[src/rtl/wshb_arb_pkg.sv]
// Shared types and constants for the two-master Wishbone arbiter.
//   arb_state_t : arbiter FSM states
//   M0 / M1     : master identifiers used for the last-grant record
//   AW/DW/SW    : Wishbone address, data and select widths
package wshb_arb_pkg;

  localparam int unsigned AW = 32;
  localparam int unsigned DW = 32;
  localparam int unsigned SW = DW / 8;

  typedef enum logic [1:0] {
    IDLE = 2'd0,
    GNT0 = 2'd1,
    GNT1 = 2'd2
  } arb_state_t;

  localparam logic M0 = 1'b0;
  localparam logic M1 = 1'b1;

endpackage

[src/rtl/wshb_if.sv]
// Wishbone B4 classic/registered-burst signal bundle.
//   master modport : drives cyc/stb/we/adr/dat_ms/sel/cti/bte, receives ack/err/rty/dat_sm
//   slave modport  : the reverse direction
interface wshb_if;
  import wshb_arb_pkg::*;

  logic          cyc;
  logic          stb;
  logic          we;
  logic [AW-1:0] adr;
  logic [DW-1:0] dat_ms;
  logic [SW-1:0] sel;
  logic [2:0]    cti;
  logic [1:0]    bte;
  logic          ack;
  logic          err;
  logic          rty;
  logic [DW-1:0] dat_sm;

  modport master (
    output cyc, stb, we, adr, dat_ms, sel, cti, bte,
    input  ack, err, rty, dat_sm
  );

  modport slave (
    input  cyc, stb, we, adr, dat_ms, sel, cti, bte,
    output ack, err, rty, dat_sm
  );

endinterface

[src/rtl/wshb_arb_watchdog.sv]
// Watchdog for a granted bus cycle: counts cycles with a strobe outstanding and no ack,
// and flags a timeout on the cycle the count reaches TIMEOUT-1.
//   clk, rst   : clock, asynchronous active-high reset
//   i_active   : granted master has stb high
//   i_ack      : slave ack this cycle (clears the count)
//   i_clear    : grant changing or no grant held (clears the count)
//   o_timeout  : one-cycle abort request to the arbiter
module wshb_arb_watchdog #(
  parameter int unsigned TIMEOUT = 64
) (
  input  logic clk,
  input  logic rst,
  input  logic i_active,
  input  logic i_ack,
  input  logic i_clear,
  output logic o_timeout
);

  localparam int unsigned TO_WIDTH = $clog2(TIMEOUT + 1);

  logic [TO_WIDTH-1:0] r_wdog;

  always_ff @(posedge clk or posedge rst) begin
    if (rst) begin
      r_wdog <= '0;
    end else if (i_ack || i_clear) begin
      r_wdog <= '0;
    end else if (i_active) begin
      r_wdog <= r_wdog + 1'b1;
    end
  end

  // Independent of ack so the abort can gate the slave strobe without a comb loop.
  assign o_timeout = i_active && (r_wdog == TO_WIDTH'(TIMEOUT - 1));

endmodule

[src/rtl/wshb_arbiter_2m.sv]
// Two-master Wishbone arbiter in front of a single slave. Whole bus cycles are granted
// (cyc rise to cyc fall), with round-robin or master-0 priority on simultaneous requests
// and a watchdog that aborts cycles the slave never acknowledges.
//   clk      : system clock shared by masters and slave
//   rst      : asynchronous active-high reset
//   wshb_m0  : master 0 port (video reader)
//   wshb_m1  : master 1 port (host writer)
//   wshb_s   : shared downstream port to the RAM controller
//   grant    : one-hot current grant {m1,m0}, 2'b00 when idle
module wshb_arbiter_2m
  import wshb_arb_pkg::*;
#(
  parameter bit          PRIO_M0 = 1'b1,
  parameter int unsigned TIMEOUT = 64
) (
  input  logic        clk,
  input  logic        rst,
  wshb_if.slave       wshb_m0,
  wshb_if.slave       wshb_m1,
  wshb_if.master      wshb_s,
  output logic [1:0]  grant
);

  arb_state_t r_state;
  logic [1:0] r_grant;
  logic       r_last;
  logic [1:0] r_abort;  // master timed out, ignored until its cyc is seen low
  logic       r_kill;   // keeps slave cyc/stb low the cycle after an abort

  logic w_req0, w_req1;
  logic w_g_cyc, w_g_stb;
  logic w_in_gnt, w_to, w_leave, w_block;

  assign w_req0   = wshb_m0.cyc && !r_abort[0];
  assign w_req1   = wshb_m1.cyc && !r_abort[1];
  assign w_g_cyc  = (r_grant[0] && wshb_m0.cyc) || (r_grant[1] && wshb_m1.cyc);
  assign w_g_stb  = (r_grant[0] && wshb_m0.stb) || (r_grant[1] && wshb_m1.stb);
  assign w_in_gnt = |r_grant;
  assign w_leave  = w_in_gnt && (!w_g_cyc || w_to);
  assign w_block  = w_to || r_kill;

  wshb_arb_watchdog #(
    .TIMEOUT (TIMEOUT)
  ) u_wdog (
    .clk       (clk),
    .rst       (rst),
    .i_active  (w_in_gnt && w_g_stb),
    .i_ack     (wshb_s.ack),
    .i_clear   (w_leave || !w_in_gnt),
    .o_timeout (w_to)
  );

  always_ff @(posedge clk or posedge rst) begin
    if (rst) begin
      r_state <= IDLE;
      r_grant <= 2'b00;
      r_last  <= M1;
      r_abort <= 2'b00;
      r_kill  <= 1'b0;
    end else begin
      r_kill  <= w_to;
      r_abort <= (r_abort & {wshb_m1.cyc, wshb_m0.cyc}) | (w_to ? r_grant : 2'b00);
      unique case (r_state)
        IDLE: begin
          if (w_req0 && (!w_req1 || PRIO_M0 || r_last == M1)) begin
            r_state <= GNT0;
            r_grant <= 2'b01;
          end else if (w_req1) begin
            r_state <= GNT1;
            r_grant <= 2'b10;
          end
        end
        GNT0: begin
          if (w_leave) begin
            r_last <= M0;
            // Direct handoff avoids an idle bubble when the other master is waiting.
            if (w_req1) begin
              r_state <= GNT1;
              r_grant <= 2'b10;
            end else begin
              r_state <= IDLE;
              r_grant <= 2'b00;
            end
          end
        end
        GNT1: begin
          if (w_leave) begin
            r_last <= M1;
            if (w_req0) begin
              r_state <= GNT0;
              r_grant <= 2'b01;
            end else begin
              r_state <= IDLE;
              r_grant <= 2'b00;
            end
          end
        end
        default: begin
          r_state <= IDLE;
          r_grant <= 2'b00;
        end
      endcase
    end
  end

  assign grant = r_grant;

  // Downstream mux; everything zero while idle.
  assign wshb_s.cyc    = w_g_cyc && !w_block;
  assign wshb_s.stb    = w_g_stb && !w_block;
  assign wshb_s.we     = r_grant[1] ? wshb_m1.we     : (r_grant[0] && wshb_m0.we);
  assign wshb_s.adr    = r_grant[1] ? wshb_m1.adr    : (r_grant[0] ? wshb_m0.adr    : '0);
  assign wshb_s.dat_ms = r_grant[1] ? wshb_m1.dat_ms : (r_grant[0] ? wshb_m0.dat_ms : '0);
  assign wshb_s.sel    = r_grant[1] ? wshb_m1.sel    : (r_grant[0] ? wshb_m0.sel    : '0);
  assign wshb_s.cti    = r_grant[1] ? wshb_m1.cti    : (r_grant[0] ? wshb_m0.cti    : '0);
  assign wshb_s.bte    = r_grant[1] ? wshb_m1.bte    : (r_grant[0] ? wshb_m0.bte    : '0);

  // Responses reach only the granted master; a stale ack during an abort is dropped.
  assign wshb_m0.ack    = r_grant[0] && wshb_s.ack && !w_block;
  assign wshb_m0.rty    = r_grant[0] && wshb_s.rty && !w_block;
  assign wshb_m0.err    = r_grant[0] && ((wshb_s.err && !w_block) || w_to);
  assign wshb_m1.ack    = r_grant[1] && wshb_s.ack && !w_block;
  assign wshb_m1.rty    = r_grant[1] && wshb_s.rty && !w_block;
  assign wshb_m1.err    = r_grant[1] && ((wshb_s.err && !w_block) || w_to);
  assign wshb_m0.dat_sm = wshb_s.dat_sm;
  assign wshb_m1.dat_sm = wshb_s.dat_sm;

endmodule

[src/flat_wrapper.sv]
// flat-port wrapper written by rule: the top's interface ports become plain ports
module wshb_arbiter_2m_flat import wshb_arb_pkg::*;
#(
  parameter bit          PRIO_M0 = 1'b1,
  parameter int unsigned TIMEOUT = 64
)
  (clk, rst, grant, wshb_m0_cyc, wshb_m0_stb, wshb_m0_we, wshb_m0_adr, wshb_m0_dat_ms, wshb_m0_sel, wshb_m0_cti, wshb_m0_bte, wshb_m0_ack, wshb_m0_err, wshb_m0_rty, wshb_m0_dat_sm, wshb_m1_cyc, wshb_m1_stb, wshb_m1_we, wshb_m1_adr, wshb_m1_dat_ms, wshb_m1_sel, wshb_m1_cti, wshb_m1_bte, wshb_m1_ack, wshb_m1_err, wshb_m1_rty, wshb_m1_dat_sm, wshb_s_cyc, wshb_s_stb, wshb_s_we, wshb_s_adr, wshb_s_dat_ms, wshb_s_sel, wshb_s_cti, wshb_s_bte, wshb_s_ack, wshb_s_err, wshb_s_rty, wshb_s_dat_sm);
  wshb_if wshb_m0_i ();
  wshb_if wshb_m1_i ();
  wshb_if wshb_s_i ();
  input  logic clk;
  input  logic rst;
  output logic [1:0] grant;
  input wire logic [$bits(wshb_m0_i.cyc)-1:0] wshb_m0_cyc;
  input wire logic [$bits(wshb_m0_i.stb)-1:0] wshb_m0_stb;
  input wire logic [$bits(wshb_m0_i.we)-1:0] wshb_m0_we;
  input wire logic [$bits(wshb_m0_i.adr)-1:0] wshb_m0_adr;
  input wire logic [$bits(wshb_m0_i.dat_ms)-1:0] wshb_m0_dat_ms;
  input wire logic [$bits(wshb_m0_i.sel)-1:0] wshb_m0_sel;
  input wire logic [$bits(wshb_m0_i.cti)-1:0] wshb_m0_cti;
  input wire logic [$bits(wshb_m0_i.bte)-1:0] wshb_m0_bte;
  output wire logic [$bits(wshb_m0_i.ack)-1:0] wshb_m0_ack;
  output wire logic [$bits(wshb_m0_i.err)-1:0] wshb_m0_err;
  output wire logic [$bits(wshb_m0_i.rty)-1:0] wshb_m0_rty;
  output wire logic [$bits(wshb_m0_i.dat_sm)-1:0] wshb_m0_dat_sm;
  input wire logic [$bits(wshb_m1_i.cyc)-1:0] wshb_m1_cyc;
  input wire logic [$bits(wshb_m1_i.stb)-1:0] wshb_m1_stb;
  input wire logic [$bits(wshb_m1_i.we)-1:0] wshb_m1_we;
  input wire logic [$bits(wshb_m1_i.adr)-1:0] wshb_m1_adr;
  input wire logic [$bits(wshb_m1_i.dat_ms)-1:0] wshb_m1_dat_ms;
  input wire logic [$bits(wshb_m1_i.sel)-1:0] wshb_m1_sel;
  input wire logic [$bits(wshb_m1_i.cti)-1:0] wshb_m1_cti;
  input wire logic [$bits(wshb_m1_i.bte)-1:0] wshb_m1_bte;
  output wire logic [$bits(wshb_m1_i.ack)-1:0] wshb_m1_ack;
  output wire logic [$bits(wshb_m1_i.err)-1:0] wshb_m1_err;
  output wire logic [$bits(wshb_m1_i.rty)-1:0] wshb_m1_rty;
  output wire logic [$bits(wshb_m1_i.dat_sm)-1:0] wshb_m1_dat_sm;
  output wire logic [$bits(wshb_s_i.cyc)-1:0] wshb_s_cyc;
  output wire logic [$bits(wshb_s_i.stb)-1:0] wshb_s_stb;
  output wire logic [$bits(wshb_s_i.we)-1:0] wshb_s_we;
  output wire logic [$bits(wshb_s_i.adr)-1:0] wshb_s_adr;
  output wire logic [$bits(wshb_s_i.dat_ms)-1:0] wshb_s_dat_ms;
  output wire logic [$bits(wshb_s_i.sel)-1:0] wshb_s_sel;
  output wire logic [$bits(wshb_s_i.cti)-1:0] wshb_s_cti;
  output wire logic [$bits(wshb_s_i.bte)-1:0] wshb_s_bte;
  input wire logic [$bits(wshb_s_i.ack)-1:0] wshb_s_ack;
  input wire logic [$bits(wshb_s_i.err)-1:0] wshb_s_err;
  input wire logic [$bits(wshb_s_i.rty)-1:0] wshb_s_rty;
  input wire logic [$bits(wshb_s_i.dat_sm)-1:0] wshb_s_dat_sm;
  assign wshb_m0_i.cyc = wshb_m0_cyc;
  assign wshb_m0_i.stb = wshb_m0_stb;
  assign wshb_m0_i.we = wshb_m0_we;
  assign wshb_m0_i.adr = wshb_m0_adr;
  assign wshb_m0_i.dat_ms = wshb_m0_dat_ms;
  assign wshb_m0_i.sel = wshb_m0_sel;
  assign wshb_m0_i.cti = wshb_m0_cti;
  assign wshb_m0_i.bte = wshb_m0_bte;
  assign wshb_m0_ack = wshb_m0_i.ack;
  assign wshb_m0_err = wshb_m0_i.err;
  assign wshb_m0_rty = wshb_m0_i.rty;
  assign wshb_m0_dat_sm = wshb_m0_i.dat_sm;
  assign wshb_m1_i.cyc = wshb_m1_cyc;
  assign wshb_m1_i.stb = wshb_m1_stb;
  assign wshb_m1_i.we = wshb_m1_we;
  assign wshb_m1_i.adr = wshb_m1_adr;
  assign wshb_m1_i.dat_ms = wshb_m1_dat_ms;
  assign wshb_m1_i.sel = wshb_m1_sel;
  assign wshb_m1_i.cti = wshb_m1_cti;
  assign wshb_m1_i.bte = wshb_m1_bte;
  assign wshb_m1_ack = wshb_m1_i.ack;
  assign wshb_m1_err = wshb_m1_i.err;
  assign wshb_m1_rty = wshb_m1_i.rty;
  assign wshb_m1_dat_sm = wshb_m1_i.dat_sm;
  assign wshb_s_cyc = wshb_s_i.cyc;
  assign wshb_s_stb = wshb_s_i.stb;
  assign wshb_s_we = wshb_s_i.we;
  assign wshb_s_adr = wshb_s_i.adr;
  assign wshb_s_dat_ms = wshb_s_i.dat_ms;
  assign wshb_s_sel = wshb_s_i.sel;
  assign wshb_s_cti = wshb_s_i.cti;
  assign wshb_s_bte = wshb_s_i.bte;
  assign wshb_s_i.ack = wshb_s_ack;
  assign wshb_s_i.err = wshb_s_err;
  assign wshb_s_i.rty = wshb_s_rty;
  assign wshb_s_i.dat_sm = wshb_s_dat_sm;
  wshb_arbiter_2m #(.PRIO_M0(PRIO_M0), .TIMEOUT(TIMEOUT)) u_core (.clk(clk), .rst(rst), .wshb_m0(wshb_m0_i), .wshb_m1(wshb_m1_i), .wshb_s(wshb_s_i), .grant(grant));
endmodule
[config.mk]
export PLATFORM = sky130hd
export DESIGN_NAME = wshb_arbiter_2m_flat
export DESIGN_NICKNAME = d
export VERILOG_FILES = /design/src/rtl/wshb_arb_pkg.sv /design/src/rtl/wshb_if.sv /design/src/rtl/wshb_arb_watchdog.sv /design/src/rtl/wshb_arbiter_2m.sv /design/src/flat_wrapper.sv
export SDC_FILE = /design/constraint.sdc
export NUM_CORES = 1
export LEC_CHECK = 0
export BUFFER_PORTS_ARGS = -buffer_cell sky130_fd_sc_hd__buf_2
export CAP_MARGIN = 20
export CORE_AREA = 8 8 125 127
export DETAILED_ROUTE_END_ITERATION = 16
export DIE_AREA = 0 0 133 135
export GPL_ROUTABILITY_DRIVEN = 0
export PLACE_DENSITY = 0.57
export RECOVER_POWER = 50
export SLEW_MARGIN = 5
export SYNTH_ARGS = -nofsm -noshare
export SYNTH_HDL_FRONTEND = slang
export SYNTH_SLANG_ARGS = --single-unit
[constraint.sdc]
create_clock -name clk -period 2.15 [get_ports clk]
set_input_delay 0.43 -clock clk [delete_from_list [all_inputs] [get_ports clk]]
set_output_delay 0.43 -clock clk [all_outputs]
set_load 0.03 [all_outputs]
==> results.md, run 1 <==
- Vias in the first global route: 2,535
- Cell accounting for the most synthesized area: sky130_fd_sc_hd__a22o_1
- Multi-input combinational cell area: 1003 sq um
- Library cells used by synthesis: 34
- Synthesized flop and latch total: 12
- Final number of setup-violating endpoints: 0
- Total of warnings raised by yosys: 0
- Share of the yosys chip area belonging to registers: 15.94%
- Outcome: complete, no violations
- Post-Syn Nets: 413
- Area fraction in and, or, nand and nor cells after synthesis: 9.761%
- Final Slew Violations: 0
- Maximum buffer depth of the clock tree: 2
- Minimum clock period: 2.078 ns
- Worst clock skew: 0.001075 ns
- Number of clock sinks: 12
- Crit start category: flop
- Number of placement rows: 43
- Endpoint type of the worst setup path: output port
- Xor/xnor cell area share of the yosys netlist: 2.324%
- Overall die width: 133 microns
- Maximum number of pins on one net before global-route repair: 59
- Critical path data arrival time: 1.65 ns
- Per-cell routed wire length: 18.80 microns
- Antenna violation net count after detailed routing: 0
- CTS Hold Buffers Added: 0
- Clock tree from TritonCTS: yes
- Power Density: 559.3 nW/um^2
- Maximum level of the CTS H-tree: 1
- Latest clock arrival within the worst-skew pair: 0.24 ns
- Detailed placer's ending HPWL: 8.389 mm
- Initial antenna violation count: 4
- Final net count: 586
- Largest family of logic cells by synthesized area: compound AO/OA/AOI/OAI gates
- I/O pin count: 337
- Starting density of the core: 13.84%
- Biggest area contributors in the synthesized netlist: sky130_fd_sc_hd__a22o_1 35%, sky130_fd_sc_hd__buf_4 25%, sky130_fd_sc_hd__dfrtp_1 16%
- FF-to-FF Start: u_core.r_state[1]
- Worst slew margin relative to its limit: 65.68%
- Area fraction in compound gates after synthesis: 39.18%
- Clock transition at path regs: 0.05 ns
- Post-synthesis share of cell area spent on full adders, half adders and majority gates: 0.6640%
- Destination of the worst register-to-register timing path: u_core.u_wdog.r_wdog[0]
- Average footprint of a synthesized cell: 8.450 sq um
- List of cells traversed by the critical path: inv_1 > nor2_4 > buf_12 > buf_12 > a22o_1 > buf_2
- WP data required: 1.72 ns
- Maximum resistive drop on vdd: 0.0001953 V
- Number of enable flip-flop cells after synthesis: 0
- Die Y-Extent: 135 microns
- Min Hold Slack: 0.2097 ns
- Highest cell delay on the worst timing path: 0.42 ns
- Worst-Margin Slew: 0.5142 ns
- RSZ-0062 raised after global routing: yes
- Layout Area Growth over Synthesis: 60.49%
- Primary flip-flop cell chosen by synthesis mapping: sky130_fd_sc_hd__dfrtp_1
- Register-to-Register Setup Slack: 0.59 ns
- Yosys top cell area share: 34.86%
- Floorplan core area: 13,610 sq um
- Root buffer cell: sky130_fd_sc_hd__clkbuf_16
- Leakage dissipation: 1.727 nW
- Number of filler cells placed in the layout: 1,537
- Post-synthesis instance area: 1884 sq um
- Mean number of vias per cell: 4.174
- TritonCTS Buffers: 3
- Area taken by flip-flops and latches: 302.8 sq um
- Global-route wire length before repair: 14.58 mm
- Maximum frequency from static timing analysis: 481.2 MHz
- GRT overflow: 0
- Most common cell on crit path: sky130_fd_sc_hd__buf_12
- Number of max-capacitance violations reported: 0
- Period Utilization, post-route: 96.65%
- Instance count of the mapped netlist: 223
- Crit Path Category: reg -> out
- Mux share of post-synthesis cell area: 0.5312%
- Via count: 2,404
- Number of failing hold endpoints at the final stage: 0
- Total global routing track utilization: 10.08%
- Reg2reg path depth: 4
- Slowest library cell on the worst path: sky130_fd_sc_hd__dfrtp_2
- Post-synth ARST share: 100.0%
- Class of the worst hold path: in -> async
- Proportion of layout cells with a drive suffix above 1: 68.35%
- PortBufs: 240
- Maximum fanout encountered on the critical timing path: 10
- Floorplan die area: 17,960 sq um
- Core Util, Final: 22.22%
- Detailed Route WL: 10.83 mm
- Iteration-0 DRC Markers: 82
- DRC violation count after routing: 0
- First-pass detailed-route iteration total: 5
flip-flops by register name, summed over array words and instances, names as in the netlist:
name / cells
u_core.u_wdog.r_wdog: 7
u_core.r_kill: 1
u_core.r_state: 2
u_core.r_abort: 2
cells by family after synthesis:
| family | count (synthesis) |
|---|---|
| xor+xnor | 5 |
| mux | 1 |
| compound gates | 85 |
| buf+inv | 88 |
| flops | 12 |
| fa+ha+maj | 1 |
| simple gates | 31 |
worst max-delay path, delay by kind of cell (launching register included):
family                 cells  cell delay (ns)
AO/OA/AOI/OAI              1             0.20
AND/OR/NAND/NOR            1             0.14
flip-flops                 1             0.42
buffers and inverters      4             0.64
worst max-delay path by stage:
stage                            startpoint                 to  slack, ns  cells past startpoint
after floorplan           u_core.r_state[0]         wshb_s_cyc      -0.12                      5
after global placement    u_core.r_state[0]  wshb_s_dat_ms[24]       0.12                      5
after detailed placement  u_core.r_state[0]  wshb_s_dat_ms[24]       0.09                      5
after CTS                 u_core.r_state[0]     wshb_s_adr[29]      -0.04                      5
after global routing      u_core.r_state[1]         wshb_s_cyc      -0.01                      4
final                     u_core.r_state[0]  wshb_s_dat_ms[23]       0.07                      6
layout by cell type, fill, tap and decap left out, types with 2 or more instances in the layout:
master,count
sky130_fd_sc_hd__and3_2,2
sky130_fd_sc_hd__nor2_1,7
sky130_fd_sc_hd__a22o_1,75
sky130_fd_sc_hd__xnor2_1,4
sky130_fd_sc_hd__dfrtp_1,10
sky130_fd_sc_hd__and3_1,2
sky130_fd_sc_hd__buf_4,5
sky130_fd_sc_hd__buf_2,238
sky130_fd_sc_hd__o21ai_0,2
sky130_fd_sc_hd__dfrtp_2,2
sky130_fd_sc_hd__buf_12,3
sky130_fd_sc_hd__nor3_1,5
sky130_fd_sc_hd__a21oi_1,2
sky130_fd_sc_hd__nor2_2,2
sky130_fd_sc_hd__clkbuf_16,5
sky130_fd_sc_hd__nand3_1,2
sky130_fd_sc_hd__inv_1,5
sky130_fd_sc_hd__nand2_1,2
report_power, final:
part           switching, mW  internal, mW  leakage (nW)
clock                  0.103         0.281        0.0442
combinational          0.663         0.402          1.52
sequential           0.00989         0.232         0.162
routing by layer:
layer	share of wire [%]	wire [microns]	vias to the layer above	GRT usage [%]
li1	-	-	1119	-
met1	37	4036	1071	10.73
met2	47	5129	163	16.45
met3	12	1299	43	5.646
met4	2.8	302	8	3.596
met5	0.53	57	-	0
layout make-up:
cell class / instances / area share [%]
diodes: 1 / 0.08275
flip-flops and latches: 12 / 10.01
multi-input cells: 123 / 33.18
inverters: 5 / 0.6206
repair buffers: 251 / 45.72
well taps: 180 / 7.447
clock buffers: 4 / 2.938
synthesized netlist by cell type (2+ instances only):
cell                        n
sky130_fd_sc_hd__a22o_1    75
sky130_fd_sc_hd__and3_1     2
sky130_fd_sc_hd__clkbuf_1   8
sky130_fd_sc_hd__buf_2      8
sky130_fd_sc_hd__and3_2     2
sky130_fd_sc_hd__a21oi_1    2
sky130_fd_sc_hd__nor3_1     5
sky130_fd_sc_hd__nor2_1     9
sky130_fd_sc_hd__nand3_1    2
sky130_fd_sc_hd__buf_4     64
sky130_fd_sc_hd__dfrtp_1   12
sky130_fd_sc_hd__xnor2_1    4
sky130_fd_sc_hd__buf_6      2
sky130_fd_sc_hd__nand2_1    3
sky130_fd_sc_hd__inv_1      5
sky130_fd_sc_hd__o21ai_0    2
metrics by stage:
stage / instance area (sq um) / setup TNS (ns) / total power, mW / setup WS, ns / instances
after global routing: 3022 / -0.01361 / 1.777 / -0.01011 / 575
after detailed placement: 2810 / 0 / 1.255 / 0.09375 / 565
final: 3024 / 0 / 1.691 / 0.07195 / 576
after floorplan: 1889 / -0.2311 / 1.094 / -0.1155 / 223
after CTS: 2942 / -1.027 / 1.684 / -0.03976 / 570
after global placement: 2810 / 0 / 1.253 / 0.1170 / 565
timing repair:
item | in CTS | in global routing
gates cloned | 1 | 2
setup endpoints to repair | 80 | 52
gates resized for setup | 4 | 2
buffers inserted | 0 | 3
pin swaps | 1 | 1
No activity file was read; power rests on OpenSTA's default activity.
==> run 2, diff against run 1 <==
==> constraint.sdc (replaced) <==
create_clock -name clk -period 2.25 [get_ports clk]
set_input_delay 0.45 -clock clk [delete_from_list [all_inputs] [get_ports clk]]
set_output_delay 0.45 -clock clk [all_outputs]
set_load 0.03 [all_outputs]
==> results.md, run 2 (synthesized netlist as in run 1, its figures left out) <==
- Worst clock skew: 0.0006819 ns
- Max FFs per register: 7
- Final number of setup-violating endpoints: 0
- PortBufs: 240
- Critical path data arrival time: 1.67 ns
- Total global routing track utilization: 10.69%
- Starting density of the core: 13.84%
- Commonest non-fill, non-tap cell in the layout: sky130_fd_sc_hd__buf_2
- Placed instance area: 2813 sq um
- Biggest register: u_core.u_wdog.r_wdog
- DRC violation count after routing: 0
- Final Slew Violations: 0
- Clock transition at path regs: 0.04 ns
- Endpoint type of the worst setup path: output port
- Post-route worst setup slack: 0.1320 ns
- Int Power: 0.8421 mW
- Number of clock sinks: 12
- Number of placement rows: 43
- Die Y-Extent: 135 microns
- Initial antenna violation count: 5
- Outcome: complete, no violations
- Floorplan core area: 13,610 sq um
- GRT overflow: 0
- Detailed Route WL: 10.89 mm
- RSZ-0062 raised after global routing: no
- Clock tree from TritonCTS: yes
- Overall die width: 133 microns
- Proportion of layout cells with a drive suffix above 1: 67.09%
- WP data required: 1.80 ns
- Floorplan die area: 17,960 sq um
- Clock network power share: 22.9%
- Class of the worst hold path: in -> async
- Commonest cells after routing, fill and taps aside: 238 x sky130_fd_sc_hd__buf_2, 74 x sky130_fd_sc_hd__a22o_1, 10 x sky130_fd_sc_hd__dfrtp_1, 8 x sky130_fd_sc_hd__nor2_1
- Antenna violation net count after detailed routing: 0
- Net switching power figure: 0.7189 mW
- Iteration-0 DRC Markers: 108
- Maximum fanout encountered on the critical timing path: 42
- Reg power frac: 14.7%
- FF-to-FF Start: u_core.r_state[0]
- Final net count: 583
- Maximum resistive drop on vdd: 0.0002340 V
- Crit Path Category: reg -> out
- Period Utilization, post-route: 94.13%
- Global-route wire length before repair: 15.04 mm
- Crit start category: flop
- Root buffer cell: sky130_fd_sc_hd__clkbuf_16
- I/O pin count: 337
- Post-route cell area: 2929 sq um
- Maximum level of the CTS H-tree: 1
- Via count: 2,354
- Maximum buffer depth of the clock tree: 2
- Worst slew margin relative to its limit: 65.45%
- Latest clock arrival within the worst-skew pair: 0.24 ns
- Maximum number of pins on one net before global-route repair: 49
- Worst-Margin Slew: 0.5182 ns
- Min Hold Slack: 0.2273 ns
- Switching Fraction: 46.05%
- Registers with the highest flip-flop counts: u_core.u_wdog.r_wdog (7), u_core.r_abort (2), u_core.r_state (2)
- Vias in the first global route: 2,407
- Worst slack after detailed placement: 0.08171 ns
- TritonCTS Buffers: 3
- Number of max-capacitance violations reported: 0
- Per-cell routed wire length: 18.98 microns
- Leakage dissipation: 1.684 nW
- Share of total power in combinational logic: 62.4%
- First-pass detailed-route iteration total: 7
- Number of failing hold endpoints at the final stage: 0
- Detailed placer's ending HPWL: 9.360 mm
- Layout Area Growth over Synthesis: 55.44%
- Startpoint of the worst setup timing path: u_core.r_state[0]
- Maximum frequency from static timing analysis: 472.2 MHz
- Mean number of vias per cell: 4.101
- Power Density: 532.9 nW/um^2
- Minimum clock period: 2.118 ns
## run 2: final cells by class
cell class	instances	area, sq um
Antenna cell	2	5.005
Clock buffer	4	88.84
Fill cell	1532	10680
Inverter	5	18.77
Multi-Input combinational cell	123	1005
Sequential cell	12	302.8
Tap cell	180	225.2
Timing Repair Buffer	248	1284
## run 2: power groups by stage
stage	logic (mW)	clock network (mW)	registers, mW
after CTS	0.981	0.365	0.232
after global routing	1.03	0.375	0.231
after detailed placement	0.974	0	0.234
final	0.973	0.358	0.230
after global placement	0.976	0	0.234
after floorplan	0.809	0	0.235
## run 2: worst paths after layout
kind | end | slack, ns | depth (start not counted)
setup / recovery | wshb_s_dat_ms[13] | 0.13 | 5
hold / removal | u_core.u_wdog.r_wdog[5] | 0.23 | 2
setup reg to reg | u_core.u_wdog.r_wdog[2] | 0.58 | 5
hold reg to reg | u_core.r_abort[0] | 0.52 | 1
max in group asynchronous | u_core.r_state[1] | 1.67 | 2
min in group clk | u_core.u_wdog.r_wdog[2] | 0.43 | 2
## run 2: worst max-delay path, cell delays in order (launching register included)
cell,delay (ns)
sky130_fd_sc_hd__dfrtp_2,0.43
sky130_fd_sc_hd__inv_1,0.13
sky130_fd_sc_hd__nor2_4,0.17
sky130_fd_sc_hd__buf_12,0.23
sky130_fd_sc_hd__a22o_1,0.22
sky130_fd_sc_hd__buf_2,0.22
## run 2: per-layer routing
| metal | wire length [microns] | share of wire, % | track usage, % |
|---|---|---|---|
| met2 | 5446 | 50 | 18.36 |
| met5 | 50 | 0.46 | 0 |
| met1 | 3761 | 35 | 11.46 |
| met4 | 104 | 0.95 | 1.893 |
| met3 | 1530 | 14 | 5.795 |
## run 2: what timing repair did
action                     in CTS  in global routing
setup buffers                   0                  2
pin swaps                       0                  1
setup endpoints to repair      19                 10
resized for setup               2                  1
hold buffers                    0                  0
## run 2: through the flow
step	setup TNS [ns]	util [%]	power, mW	instances
finish	0	21.52	1.561	574
global route	0	21.48	1.637	572
CTS	0	21.39	1.577	570
detailed placement	0	20.66	1.208	566
global placement	0	20.66	1.211	566
floorplan	-0.07110	-	1.044	223
==> run 3, diff against run 2 <==
--- a/config.mk
+++ b/config.mk
@@ -11,7 +11,6 @@
 export DETAILED_ROUTE_END_ITERATION = 16
 export DIE_AREA = 0 0 133 135
 export GPL_ROUTABILITY_DRIVEN = 0
-export PLACE_DENSITY = 0.57
 export RECOVER_POWER = 50
 export SLEW_MARGIN = 5
 export SYNTH_ARGS = -nofsm -noshare
==> results.md, run 3 (synthesized netlist as in run 1, its figures left out) <==
- Outcome: complete, no violations
- Slowest library cell on the worst path: sky130_fd_sc_hd__buf_4
- Number of placement rows: 43
- Crit-path leading delay family: buffers and inverters
- Share of total power in combinational logic: 63.2%
- Via count: 2,325
- Finished Layout Cells: 573
- RSZ-0062 raised after global routing: no
- Worst slack after detailed placement: 0.3099 ns
- CTS Hold Buffers Added: 0
- Floorplan core area: 13,610 sq um
- Endpoint type of the worst setup path: output port
- Clock transition at path regs: 0.04 ns
- PortBufs: 240
- Iteration-0 DRC Markers: 132
- Crit start category: flop
- Maximum buffer depth of the clock tree: 2
- Die Y-Extent: 135 microns
- Leakage dissipation: 1.646 nW
- Clock tree from TritonCTS: yes
- DRC violation count after routing: 0
- Minimum clock period: 2.141 ns
- Detailed placer's ending HPWL: 9.465 mm
- Maximum fanout encountered on the critical timing path: 55
- Global-route wire length before repair: 14.95 mm
- Overall die width: 133 microns
- Root buffer cell: sky130_fd_sc_hd__clkbuf_16
- Commonest cells after routing, fill and taps aside: 239 x sky130_fd_sc_hd__buf_2, 75 x sky130_fd_sc_hd__a22o_1, 11 x sky130_fd_sc_hd__dfrtp_1, 8 x sky130_fd_sc_hd__nor2_1
- Starting density of the core: 13.84%
- Period Utilization, post-route: 95.15%
- List of cells traversed by the critical path: buf_4 > a22o_1 > buf_2
- First-pass detailed-route iteration total: 5
- Number of failing hold endpoints at the final stage: 0
- TritonCTS Buffers: 3
- Final net count: 583
- Wire length the detailed router placed on met1: 3.841 mm
- Worst slew margin relative to its limit: 63.45%
- Uppermost layer routed: met5
- Final Slew Violations: 0
- Antenna violation net count after detailed routing: 0
- FF-to-FF Start: u_core.r_state[1]
- Proportion of layout cells with a drive suffix above 1: 65.31%
- Critical path data arrival time: 1.69 ns
- Initial antenna violation count: 4
- WP data required: 1.80 ns
- Switching Fraction: 46.97%
- Critical path buffers and inverters: 2
- Startpoint of the worst setup timing path: u_core.r_state[1]
- Cell Count Post-Placement: 568
- Worst clock skew: 0.001147 ns
- Placed instance area: 2815 sq um
- Power Density: 526.6 nW/um^2
- Post-route worst setup slack: 0.1092 ns
- Detailed Route WL: 10.73 mm
- Final number of setup-violating endpoints: 0
- Maximum number of pins on one net before global-route repair: 56
- Total global routing track utilization: 10.56%
- Reg power frac: 15.0%
- Max FFs per register: 7
- Mean number of vias per cell: 4.058
- Clock network power share: 21.8%
- Latest clock arrival within the worst-skew pair: 0.24 ns
- Per-cell routed wire length: 18.73 microns
- Net switching power figure: 0.7086 mW
- Floorplan die area: 17,960 sq um
- Commonest non-fill, non-tap cell in the layout: sky130_fd_sc_hd__buf_2
- I/O pin count: 337
- GRT overflow: 0
- Maximum resistive drop on vdd: 0.0002034 V
- Vias in the first global route: 2,408
- Biggest register: u_core.u_wdog.r_wdog
- Met2 WL: 5.095 mm
- Int Power: 0.8002 mW
- Number of clock sinks: 12
- Crit Path Category: reg -> out
- Worst-Margin Slew: 0.5483 ns
- Post-route cell area: 2865 sq um
- Number of gates resized after CTS: 0
- Layout Area Growth over Synthesis: 52.06%
- Highest cell delay on the worst timing path: 0.46 ns
- Class of the worst hold path: in -> async
- Metal3 WL: 1.607 mm
- Maximum frequency from static timing analysis: 467.1 MHz
- Total negative setup slack: 0 ns
- Registers with the highest flip-flop counts: u_core.u_wdog.r_wdog (7), u_core.r_abort (2), u_core.r_state (2)
- Total setup buffers inserted after CTS: 0
- Maximum level of the CTS H-tree: 1
- Number of max-capacitance violations reported: 0
[run 3: power groups by stage]
stage	logic (mW)	registers [mW]	clock network (mW)
CTS	0.970	0.228	0.335
finish	0.954	0.226	0.329
global route	1.01	0.227	0.355
floorplan	0.809	0.235	0
global placement	0.968	0.232	0
detailed placement	0.968	0.231	0
[run 3: final timing paths]
path	slack (ns)	cells past startpoint	to
max	0.11	3	wshb_s_dat_ms[16]
min	0.23	2	u_core.u_wdog.r_wdog[5]
max reg2reg	0.51	5	u_core.u_wdog.r_wdog[2]
min reg2reg	0.52	1	u_core.r_abort[1]
max in group asynchronous	1.67	2	u_core.r_state[1]
min in group clk	0.43	2	u_core.u_wdog.r_wdog[2]
[run 3: area by class of cell]
cell class | instances | area, sq um
Inverter | 5 | 18.77
Sequential cell | 12 | 301.5
Antenna cell | 1 | 2.502
Tap cell | 180 | 225.2
Clock buffer | 4 | 78.83
Fill cell | 1551 | 10750
Multi-Input combinational cell | 123 | 977.2
Timing Repair Buffer | 248 | 1261
[run 3: per-stage QoR]
step / util, % / total power, mW / hold slack [ns]
after global placement: 20.68 / 1.200 / 0.5017
final: 21.05 / 1.509 / 0.2279
after global routing: 21.05 / 1.591 / 0.2814
after CTS: 21.26 / 1.534 / 0.2503
after floorplan: - / 1.044 / 0.3147
after detailed placement: 20.68 / 1.200 / 0.5021
[run 3: worst register-to-register path, delay by kind of cell, from the launching register on]
kind / cells / cell delay, ns
AOI/OAI and AO/OA: 1 / 0.33
xor gates and xnor gates: 1 / 0.15
buffers and inverters: 1 / 0.37
DFF: 1 / 0.43
and+or+nand+nor: 2 / 0.33
[run 3: metal layers]
layer | track usage, % | vias up
met5 | 0 | -
met3 | 6.538 | 25
met4 | 2.776 | 4
li1 | - | 1109
met1 | 11.29 | 1011
met2 | 17.15 | 176
